--- config.mk ---
export PLATFORM = sky130hd
export DESIGN_NAME = key_conditioner
export DESIGN_NICKNAME = d
export VERILOG_FILES = /design/src/rtl/key_pkg.sv /design/src/rtl/debounce_level.sv /design/src/rtl/key_conditioner.sv
export SDC_FILE = /design/constraint.sdc
export NUM_CORES = 1
export LEC_CHECK = 0
export ABC_AREA = 1
export CAP_MARGIN = 15
export CORE_MARGIN = 2
export CORE_UTILIZATION = 35
export DETAILED_ROUTE_END_ITERATION = 8
export PLACE_DENSITY = 0.53
export SYNTH_ARGS = -nofsm -noshare
export SYNTH_HDL_FRONTEND = slang
export SYNTH_SLANG_ARGS = --single-unit
--- constraint.sdc ---
create_clock -name CLK_50MHz -period 3.5 [get_ports CLK_50MHz]
set_clock_uncertainty 0.1 [all_clocks]
set_input_delay 0.875 -clock CLK_50MHz [delete_from_list [all_inputs] [get_ports CLK_50MHz]]
set_output_delay 0.875 -clock CLK_50MHz [all_outputs]
set_load 0.01 [all_outputs]
--- src/rtl/key_pkg.sv ---
`default_nettype none
// ============================================================================
//  Module      : key_pkg
//  Description : Shared definitions for the key conditioner: key FSM state
//                type and the millisecond-to-clock-cycle helper.
//  Revision    : 1.0  initial release
// ============================================================================
package key_pkg;

    typedef enum logic [1:0] {
        ST_IDLE        = 2'd0,   // key released and stable
        ST_ARM_PRESS   = 2'd1,   // key seen low, qualifying the press
        ST_PRESSED     = 2'd2,   // press accepted, key held
        ST_ARM_RELEASE = 2'd3    // key seen high, qualifying the release
    } key_state_t;

    // Cycles of clk_hz in ms milliseconds (integer kHz assumed).
    function automatic int ms_to_cycles(input int clk_hz, input int ms);
        return (clk_hz / 1000) * ms;
    endfunction

endpackage
`default_nettype wire

--- src/rtl/debounce_level.sv ---
`default_nettype none
// ============================================================================
//  Module      : debounce_level
//  Description : Two-flop synchronizer followed by a stable-count filter for
//                a level input. A level differing from the accepted one is
//                taken over after DB_CYC consecutive samples; any reversion
//                restarts the count. o_changed strobes together with each new
//                o_level except the very first acceptance after reset.
//  Ports       : clk, rst (async, active high)
//                i_raw     - asynchronous raw level
//                o_level   - debounced level (reset 0)
//                o_changed - one-cycle strobe on level change
//  Revision    : 1.0  initial release
// ============================================================================
module debounce_level #(
    parameter int DB_CYC = 4
) (
    input  logic clk,
    input  logic rst,
    input  logic i_raw,
    output logic o_level,
    output logic o_changed
);

    localparam int c_CNT_W = (DB_CYC > 1) ? $clog2(DB_CYC) : 1;
    localparam logic [c_CNT_W-1:0] c_CNT_LAST = c_CNT_W'(DB_CYC - 1);

    logic               r_meta;
    logic               r_sync;
    logic [c_CNT_W-1:0] r_cnt;
    logic               r_level;
    logic               r_changed;
    logic               r_primed;   // set once the first level has been loaded

    always_ff @(posedge clk or posedge rst) begin
        if (rst) begin
            r_meta    <= 1'b0;
            r_sync    <= 1'b0;
            r_cnt     <= '0;
            r_level   <= 1'b0;
            r_changed <= 1'b0;
            r_primed  <= 1'b0;
        end else begin
            r_meta    <= i_raw;
            r_sync    <= r_meta;
            r_changed <= 1'b0;
            if (r_sync != r_level) begin
                if (r_cnt == c_CNT_LAST) begin
                    r_level   <= r_sync;
                    r_cnt     <= '0;
                    r_primed  <= 1'b1;
                    // The first acceptance only initialises the level.
                    r_changed <= r_primed;
                end else begin
                    r_cnt <= r_cnt + 1'b1;
                end
            end else begin
                r_cnt <= '0;
            end
        end
    end

    assign o_level   = r_level;
    assign o_changed = r_changed;

endmodule
`default_nettype wire

--- src/rtl/key_conditioner.sv ---
`default_nettype none
// ============================================================================
//  Module      : key_conditioner
//  Description : Conditions the start/stop key (active low) and the mode
//                switch. The key goes through a synchronizer and a four-state
//                debounce FSM that emits one strobe per accepted press. The
//                switch is debounced by a debounce_level instance.
//                Optional macro KEY_LONG_PRESS_EN adds a hold counter that
//                emits ClearPulse once per long press; without it ClearPulse
//                is tied low.
//  Ports       : CLK_50MHz        - sole clock
//                rst              - asynchronous active-high reset
//                StartStopKey     - raw key level, 0 = pressed
//                ModeSw           - raw mode switch level
//                StartStopPulse   - one-cycle strobe per accepted press
//                ClearPulse       - one-cycle strobe per long press
//                ModeSelClean     - debounced switch level
//                ModeChangedPulse - one-cycle strobe on ModeSelClean change
//  Revision    : 1.0  initial release
// ============================================================================
module key_conditioner
    import key_pkg::*;
#(
    parameter int CLK_HZ        = 50000000,
    parameter int DEBOUNCE_MS   = 20,
    parameter int LONG_PRESS_MS = 2000
) (
    input  logic CLK_50MHz,
    input  logic rst,
    input  logic StartStopKey,
    input  logic ModeSw,
    output logic StartStopPulse,
    output logic ClearPulse,
    output logic ModeSelClean,
    output logic ModeChangedPulse
);

    localparam int c_DB_CYC = ms_to_cycles(CLK_HZ, DEBOUNCE_MS);
    localparam int c_DB_W   = (c_DB_CYC > 1) ? $clog2(c_DB_CYC) : 1;
    localparam logic [c_DB_W-1:0] c_DB_LAST = c_DB_W'(c_DB_CYC - 1);

    // ------------------------------------------------------------------
    // Key synchronizer, resets to the released level
    // ------------------------------------------------------------------
    logic r_key_meta;
    logic r_key_sync;

    always_ff @(posedge CLK_50MHz or posedge rst) begin
        if (rst) begin
            r_key_meta <= 1'b1;
            r_key_sync <= 1'b1;
        end else begin
            r_key_meta <= StartStopKey;
            r_key_sync <= r_key_meta;
        end
    end

    // ------------------------------------------------------------------
    // Key FSM. The strobe is issued only on ARM_PRESS -> PRESSED, so a
    // release bounce returning to PRESSED stays silent.
    // ------------------------------------------------------------------
    key_state_t        r_state;
    logic [c_DB_W-1:0] r_db_cnt;
    logic              r_start_pulse;

    always_ff @(posedge CLK_50MHz or posedge rst) begin
        if (rst) begin
            r_state       <= ST_IDLE;
            r_db_cnt      <= '0;
            r_start_pulse <= 1'b0;
        end else begin
            r_start_pulse <= 1'b0;
            case (r_state)
                ST_IDLE: begin
                    if (!r_key_sync) begin
                        r_state  <= ST_ARM_PRESS;
                        r_db_cnt <= '0;
                    end
                end
                ST_ARM_PRESS: begin
                    if (r_key_sync) begin
                        r_state <= ST_IDLE;
                    end else if (r_db_cnt == c_DB_LAST) begin
                        r_state       <= ST_PRESSED;
                        r_start_pulse <= 1'b1;
                    end else begin
                        r_db_cnt <= r_db_cnt + 1'b1;
                    end
                end
                ST_PRESSED: begin
                    if (r_key_sync) begin
                        r_state  <= ST_ARM_RELEASE;
                        r_db_cnt <= '0;
                    end
                end
                ST_ARM_RELEASE: begin
                    if (!r_key_sync) begin
                        r_state <= ST_PRESSED;
                    end else if (r_db_cnt == c_DB_LAST) begin
                        r_state <= ST_IDLE;
                    end else begin
                        r_db_cnt <= r_db_cnt + 1'b1;
                    end
                end
                default: begin
                    r_state <= ST_IDLE;
                end
            endcase
        end
    end

    assign StartStopPulse = r_start_pulse;

    // ------------------------------------------------------------------
    // Long-press detection
    // ------------------------------------------------------------------
`ifdef KEY_LONG_PRESS_EN
    localparam int c_LP_CYC = ms_to_cycles(CLK_HZ, LONG_PRESS_MS);
    localparam int c_LP_W   = $clog2(c_LP_CYC + 1);
    localparam logic [c_LP_W-1:0] c_LP_FULL = c_LP_W'(c_LP_CYC);
    localparam logic [c_LP_W-1:0] c_LP_LAST = c_LP_W'(c_LP_CYC - 1);

    logic [c_LP_W-1:0] r_hold_cnt;
    logic              r_clear_pulse;

    // Counts while the press is accepted (bounces in ARM_RELEASE keep the
    // count) and saturates, so the strobe fires only once per press.
    always_ff @(posedge CLK_50MHz or posedge rst) begin
        if (rst) begin
            r_hold_cnt    <= '0;
            r_clear_pulse <= 1'b0;
        end else begin
            r_clear_pulse <= 1'b0;
            if (r_state == ST_PRESSED || r_state == ST_ARM_RELEASE) begin
                if (r_hold_cnt != c_LP_FULL) begin
                    r_hold_cnt <= r_hold_cnt + 1'b1;
                    if (r_hold_cnt == c_LP_LAST) begin
                        r_clear_pulse <= 1'b1;
                    end
                end
            end else begin
                r_hold_cnt <= '0;
            end
        end
    end

    assign ClearPulse = r_clear_pulse;
`else
    assign ClearPulse = 1'b0;
`endif

    // ------------------------------------------------------------------
    // Mode switch path
    // ------------------------------------------------------------------
    debounce_level #(
        .DB_CYC (c_DB_CYC)
    ) u_mode_db (
        .clk       (CLK_50MHz),
        .rst       (rst),
        .i_raw     (ModeSw),
        .o_level   (ModeSelClean),
        .o_changed (ModeChangedPulse)
    );

endmodule
`default_nettype wire

# After elaboration in Yosys (flattened, before gate mapping)
# Index checks and enable logic that the tools add are counted.
# W data, S select, Z words.
# op_classes
n_addsub	2
eq_ne	12
muxes	20
reduce_logical	4
# op_table
op	n
$mux W20	7
$pmux W20 S4	1
$add A20 B1 Y20 const B	2
$eq A20 B20 Y1 const B	2
$mux W2	6
$ne A2 B2 Y1 const B	4
$pmux W2 S4	1
$reduce_and A4 Y1	2
$ne A3 B3 Y1 const B	2
$mux W1	5
$eq A2 B2 Y1 const B	2
$eq A2 B1 Y1 const B	1
$logic_not A2 Y1	1
$reduce_and A2 Y1	1
$ne A1 B1 Y1	1
# word_totals
reg_bits	50
inputBits	4
output_inout_bits	4

# Logic depth before layout (Yosys ltp)
# Gate-level depths: netlist of the first run.
# depth
word_depth	4
ltp_mapped	10
depth_no_buf	9

# Modules after synthesis
# Synthesis of the first run repeated with hierarchy kept, for this count alone.
# unflattened
cells_unflattened	368
area_unflattened_um2	2797.7
# by_module_without_submodules
mod	n_inst	cells_per_inst	area_each_um2	seq_area_each_um2
key_conditioner	1	198	1481.4	628.1
debounce_level	1	170	1316.3	625.6

# Least setup slack after synthesis of the first run
# OpenSTA, ideal clock, no wires.
# synth_timing
kind	reg2reg
start	register r_db_cnt[0]
end	register r_db_cnt[2]
setup_time_ns	0.074
arrival_ns	1.462
t_required_ns	3.326
slack_ns	1.864
path_stages_with_launch	9
path_buffers	1
cell_sequence	dfrtp_1 ha_1 nand3_2 nor2_4 nand3_4 nand2_8 buf_12 nand2_1 o21ai_2
# synth_between
elab_chain_cells	4
word_cells_on_any_way	6
cone_classes	add/sub: 1; eq/ne: 1; mux: 4
# synth_lines
item	line_no	rtl
start, declared	key_conditioner.sv:63	logic [c_DB_W-1:0] r_db_cnt;
start signal, assigned	key_conditioner.sv:87	r_db_cnt <= r_db_cnt + 1'b1;
start signal, assigned	key_conditioner.sv:102	r_db_cnt <= r_db_cnt + 1'b1;
$add A20 B1 Y20 or $eq A20 B20 Y1 (tied branches)	n/a	
$mux W20 *	key_conditioner.sv:83, key_conditioner.sv:99	
$mux W20 (on tied branches)	key_conditioner.sv:97, key_conditioner.sv:81	
$pmux W20 S4 *	key_conditioner.sv:73	case (r_state)
# Every way passes the cells marked *; elsewhere a longest branch is shown, timed or not. The select of a mux whose other input is x is not followed.
# A chain may end at the register's enable or synchronous reset.

# Worst setup path after layout of the first run
# layout_timing
start	register u_mode_db.r_level, in the netlist u_mode_db.o_level
end	output port ModeSelClean
# layout_rtl
item	line_no	rtl
start, declared	debounce_level.sv:31	logic r_level;
start signal, assigned	debounce_level.sv:49	r_level <= r_sync;
end, declared	key_conditioner.sv:34	output logic ModeSelClean,
# No word-level cell between the ends.

==> results.toml, run 1 <==
[global_route]
grt_pass1_vias = 2223
grt_start_max_net_pins = 35
antenna_found_initial = 0
overflow = 0
grt_pass1_wl_um = 10700
grt_use_total_pct = 14.8

[die]
start_util_pct = 36.1
pin_count = 8
core.rowCount = 33
coreArea_sq_mm = 0.00822
die_w_um = 96.0
die_h_um = 96.0
dieArea_sq_mm = 0.00922

[cts]
hold_buffers = 0
numCtsBuffers = 5
root_buffer = "clkbuf_8"
clockBufferDepth = 2
cts_max_level = 2
cts.sinks = 50
clk_pin_slew_ps = 110
cts_tree = "built"
postCtsSetupBuffers = 0
cts_resized = 0
clk_latency_ps = 310

[synthesis]
synth-seq-cells = 50
postSynthCellCount = 380
synthXorXnorAreaFrac_pct = 3.54
yosysWarnings = 0
ys_seq_area_share_pct = 42.3
synthAdderAreaFrac_pct = 0.844
synth_top_family_by_area = "simple AND/OR/NAND/NOR gates"
yosys-mux-area-fraction_pct = 0
synth-compound-area-share_pct = 6.58
yosysUniqueCellTypes = 35
synth_area_sq_mm = 0.00297
syn_area_per_cell_sq_um = 7.80
synth_fp_nets = 386
synthSimpleGateAreaFrac_pct = 38.6

[critical_path]
crit_fanout = 3
path_class = "reg2out"
crit_path_start_kind = "flip-flop"
reg2reg_setup_slack_ps = 1400
endpoint_kind = "primary output"
max_stage_delay_ps = 540
cp.buffers_inverters = 1
cp.arrival_ps = 1250
cp_top_family = "buffers and inverters"
cp_slowest_cell = "clkdlybuf4s50_1"
crit_chain = "clkdlybuf4s50_1"
worstPathRequired_ps = 2520

[pwr]
seq_power_share_pct = 58.6
p_switching_uw = 274
comb_power_share_pct = 5.2
p_int_uw = 751
pwr-share-clk_pct = 36.2
peakVddDrop_uv = 166
leakage_nw = 1.33
switching_share_pct = 26.7
powerDensity_mw_per_mm2 = 322

[cells_and_area]
final_nets = 394
final_cell_mix = "88 x nand2_1, 59 x nor2_1, 48 x dfrtp_1, 37 x nand3_1, 36 x inv_1"
final_util_pct = 38.7
n_antenna_cell = 0
drive_gt1_share_pct = 15.2
syn_to_final_growth_pct = 7.26
layout_commonest_cell = "nand2_1"

[placement]
hpwl_um = 4430
dpl_worst_slack_ps = 1280
place_congestion = 0.842
port_buffers = 6

[sta]
worst_slack_ps = 1270
hold_ws_ps = 261
min_period_ps = 2230
maxSlewHeadroom_pct = 52.1
setup_violations = 0
rsz0062_at_grt = "no"
final-hold-violation-count = 0
tightest_slew_ps = 717
fmax_mhz = 449
slew_violations = 0
period_share_pct = 63.6
tns_ps = 0

[detailed_routing]
vias = 2360
wl_um = 5970
drt-initial-drc-count = 161
vias_per_cell = 4.78
firstDrtPassIters = 4
wl_per_cell_um = 12.1
drc = 0
drtAntennaViolNets = 0

[min_path]
hp-class = "reg2reg"

[outcome]
outcome = "finished clean"

[job]
cap_viol_max_count = 0
power groups by stage:
stage / Sequential [mW] / Clock (mW) / Combinational [mW]
after floorplan: 0.607 / 0 / 0.0521
after global placement: 0.611 / 0 / 0.0548
after detailed placement: 0.612 / 0 / 0.0558
after CTS: 0.601 / 0.384 / 0.0560
after global routing: 0.603 / 0.410 / 0.0626
final: 0.601 / 0.371 / 0.0534
cell type report:
class	instances	area [sq um]
Clock buffer	5	68.8
Clock inverter	3	26.3
Fill cell	867	5040
Inverter	42	158
Multi-Input combinational cell	282	1480
Sequential cell	50	1250
Tap cell	105	131
Timing Repair Buffer	7	67.6
synthesized netlist by cell type:
library cell	instances	area (sq um)
conb_1	1	3.75
nand3_2	1	10.0
nand2_8	1	20.0
nand3b_4	1	20.0
nand3_1	37	185
o211ai_1	1	7.51
nor2_4	2	22.5
nor2_1	59	221
or2_2	3	18.8
buf_4	2	15.0
dfstp_2	2	52.6
and2_1	2	12.5
ha_1	2	25.0
nor3b_1	2	15.0
nor3_1	7	35.0
o21ai_0	6	30.0
xor2_1	9	78.8
nand2_2	14	87.6
nor2_2	4	25.0
a21oi_1	3	15.0
nand3b_1	1	7.51
nand2_1	88	330
buf_12	3	60.1
o21ai_2	14	123
buf_1	1	3.75
inv_1	37	139
nor3_2	3	30.0
o21bai_1	2	15.0
dfrtp_1	48	1200
o21ai_1	1	5.00
nand4_1	14	87.6
xnor2_1	3	26.3
nand3_4	1	17.5
inv_2	3	11.3
clkinv_1	2	7.51
routing by layer:
layer  vias to the layer above  wire length (um)  track usage, %
met5                         -                 0               0
met4                         0                59            3.57
met3                         4               152            2.66
met2                        26              2600            21.4
met1                      1096              3150            22.8
li1                       1234                 -               -
flip-flops by register name, summed over array words and instances, names as in the netlist, named ones only:
signal,flops
r_key_meta,1
u_mode_db.r_cnt,20
u_mode_db.r_primed,1
r_state,1
u_mode_db.o_changed,1
u_mode_db.o_level,1
StartStopPulse,1
u_mode_db.r_sync,1
u_mode_db.r_meta,1
r_db_cnt,20
r_key_sync,1
cells by family after synthesis:
group / Yosys count
other: 1
adder cells (fa/ha/maj): 2
buffers and inverters: 48
AO/OA/AOI/OAI: 27
AND/OR/NAND/NOR: 240
flip-flops: 50
XOR/XNOR: 12
stage by stage:
stage | instances | cell area (sq um) | power (mW)
6_report | 494 | 3180 | 1.03
5_1_grt | 494 | 3180 | 1.08
4_1_cts | 494 | 3180 | 1.04
3_5_place_dp | 486 | 3090 | 0.668
3_3_place_gp | 486 | 3090 | 0.666
2_1_floorplan | 380 | 2970 | 0.659
path summary, 6_finish.rpt:
check / from / end / cells after the start
min in group asynchronous: rst / r_db_cnt[16]$_DFFE_PP0P_ / 2
max: u_mode_db.o_level$_DFFE_PP0P_ / ModeSelClean / 1
min reg2reg: r_key_meta$_DFF_PP1_ / r_key_sync$_DFF_PP1_ / 0
max reg2reg: r_state[0]$_DFFE_PP0P_ / r_db_cnt[17]$_DFFE_PP0P_ / 9
min: r_key_meta$_DFF_PP1_ / r_key_sync$_DFF_PP1_ / 0
max in group asynchronous: rst / u_mode_db.r_cnt[16]$_DFF_PP0_ / 3
No activity file was read; power rests on OpenSTA's default activity.
==> run 2: changes to the inputs <==
--- a/config.mk
+++ b/config.mk
@@ -10,7 +10,7 @@
 export CORE_MARGIN = 2
 export CORE_UTILIZATION = 35
 export DETAILED_ROUTE_END_ITERATION = 8
-export PLACE_DENSITY = 0.53
+export PLACE_DENSITY = 0.55
 export SYNTH_ARGS = -nofsm -noshare
 export SYNTH_HDL_FRONTEND = slang
 export SYNTH_SLANG_ARGS = --single-unit
==> constraint.sdc (replaced) <==
create_clock -name CLK_50MHz -period 2.01 [get_ports CLK_50MHz]
set_clock_uncertainty 0.1 [all_clocks]
set_input_delay 0.5025 -clock CLK_50MHz [delete_from_list [all_inputs] [get_ports CLK_50MHz]]
set_output_delay 0.5025 -clock CLK_50MHz [all_outputs]
set_load 0.01 [all_outputs]
==> results.toml, run 2 (same netlist as run 1, synthesis figures left out) <==
[outcome]
outcome = "finished clean"

[die]
core.rowCount = 33
pin_count = 8
start_util_pct = 36.1
dieArea_sq_mm = 0.00922
die_h_um = 96.0
die_w_um = 96.0
coreArea_sq_mm = 0.00822

[cts]
cts_max_level = 2
cts_resized = 0
clk_latency_ps = 310
cts.sinks = 50
root_buffer = "clkbuf_8"
clockBufferDepth = 2
cts_tree = "built"
clk_pin_slew_ps = 110
postCtsSetupBuffers = 0
hold_buffers = 0
numCtsBuffers = 5

[sta]
period_share_pct = 92.3
fmax_mhz = 539
slew_violations = 0
rsz0062_at_grt = "no"
hold_ws_ps = 259
tns_ps = 0
final-hold-violation-count = 0
setup_violations = 0
min_period_ps = 1850

[detailed_routing]
drc = 0
firstDrtPassIters = 4
vias_per_cell = 4.83
drtAntennaViolNets = 0
wl_per_cell_um = 12.5
drt-initial-drc-count = 153
wl_um = 6230
vias = 2417

[cells_and_area]
register_area_sq_mm = 0.00125
n_antenna_cell = 0
final_nets = 400
layout_commonest_cell = "nand2_1"
fill_cells = 822
post_layout_nonfiller_instances = 500
final_cell_area_sq_mm = 0.00327
drive_gt1_share_pct = 16.5
multi_input_area_sq_mm = 0.00148
syn_to_final_growth_pct = 10.4
final_cell_mix = "88 x nand2_1, 59 x nor2_1, 48 x dfrtp_1, 37 x nand3_1, 36 x inv_1"
top_regs = "r_db_cnt (20), u_mode_db.r_cnt (20)"

[critical_path]
cp.buffers_inverters = 1
path_class = "reg2out"
crit_chain = "clkdlybuf4s50_1"
cp_top_family = "buffers and inverters"
max_stage_delay_ps = 550
crit_fanout = 3
endpoint_kind = "primary output"
cp_slowest_cell = "clkdlybuf4s50_1"
cp.arrival_ps = 1250
worstPathRequired_ps = 1410
crit_path_start_kind = "flip-flop"

[global_route]
antenna_found_initial = 0
grt_pass1_wl_um = 11100
grt_start_max_net_pins = 51
grt_pass1_vias = 2357
grt_use_total_pct = 15.5
overflow = 0

[placement]
dpl_cell_area_sq_mm = 0.00316
port_buffers = 6
hpwl_um = 4520
place_congestion = 0.872
numPlacedInstances = 492

[pwr]
p_total_mw = 1.92
leakage_nw = 1.37
powerDensity_mw_per_mm2 = 586
peakVddDrop_uv = 318

[min_path]
hp-class = "reg2reg"

[job]
cap_viol_max_count = 0
[run 2: cell count changes in the layout (fill, tap and decap cells not counted)]
cell        previous run  this run
buf_12                 0         2
buf_4                  1         5
bufinv_16              0         1
clkinv_4               1         0
clkinvlp_4             0         1
inv_6                  2         0
inv_8                  0         1
[run 2: cell type report]
type	count	share of cell area, %
Inverter	42	4.82
Clock inverter	3	1.49
Timing Repair Buffer	13	4.20
Sequential cell	50	38.3
Multi-Input combinational cell	282	45.1
Tap cell	105	4.01
Clock buffer	5	2.10
[run 2: per-layer routing]
metal  track usage (%)  routed length, um  vias to the layer above
li1                  -                  -                     1248
met1              22.8               3210                     1113
met2              22.8               2650                       50
met3              2.43                286                        6
met4              5.48                 81                        0
met5                 0                  0                        -
[run 2: worst paths after layout]
kind / from / end / slack (ps) / cells past startpoint
setup reg to reg: u_mode_db.r_cnt[0]$_DFF_PP0_ / u_mode_db.r_cnt[17]$_DFF_PP0_ / 180 / 9
hold reg to reg: u_mode_db.r_meta$_DFF_PP0_ / u_mode_db.r_sync$_DFF_PP0_ / 260 / 0
max in group asynchronous: rst / r_key_meta$_DFF_PP1_ / 1070 / 3
min in group asynchronous: rst / r_db_cnt[11]$_DFFE_PP0P_ / 450 / 3
setup / recovery: u_mode_db.o_level$_DFFE_PP0P_ / ModeSelClean / 160 / 1
hold / removal: u_mode_db.r_meta$_DFF_PP0_ / u_mode_db.r_sync$_DFF_PP0_ / 260 / 0
[run 2: where the power goes]
| group | internal, mW | switching [mW] | total (mW) | leakage, nW |
|---|---|---|---|---|
| registers | 1.02 | 0.0159 | 1.04 | 0.680 |
| clock network | 0.380 | 0.387 | 0.767 | 0.0563 |
| logic | 0.0369 | 0.0753 | 0.112 | 0.637 |
| total | 1.44 | 0.478 | 1.92 | 1.37 |
[run 2: through the flow]
step,setup slack [ps],utilization [%]
3_3_place_gp,202,38.4
3_5_place_dp,207,38.4
6_report,155,39.8
2_1_floorplan,210,-
5_1_grt,2.41,39.8
4_1_cts,148,39.8
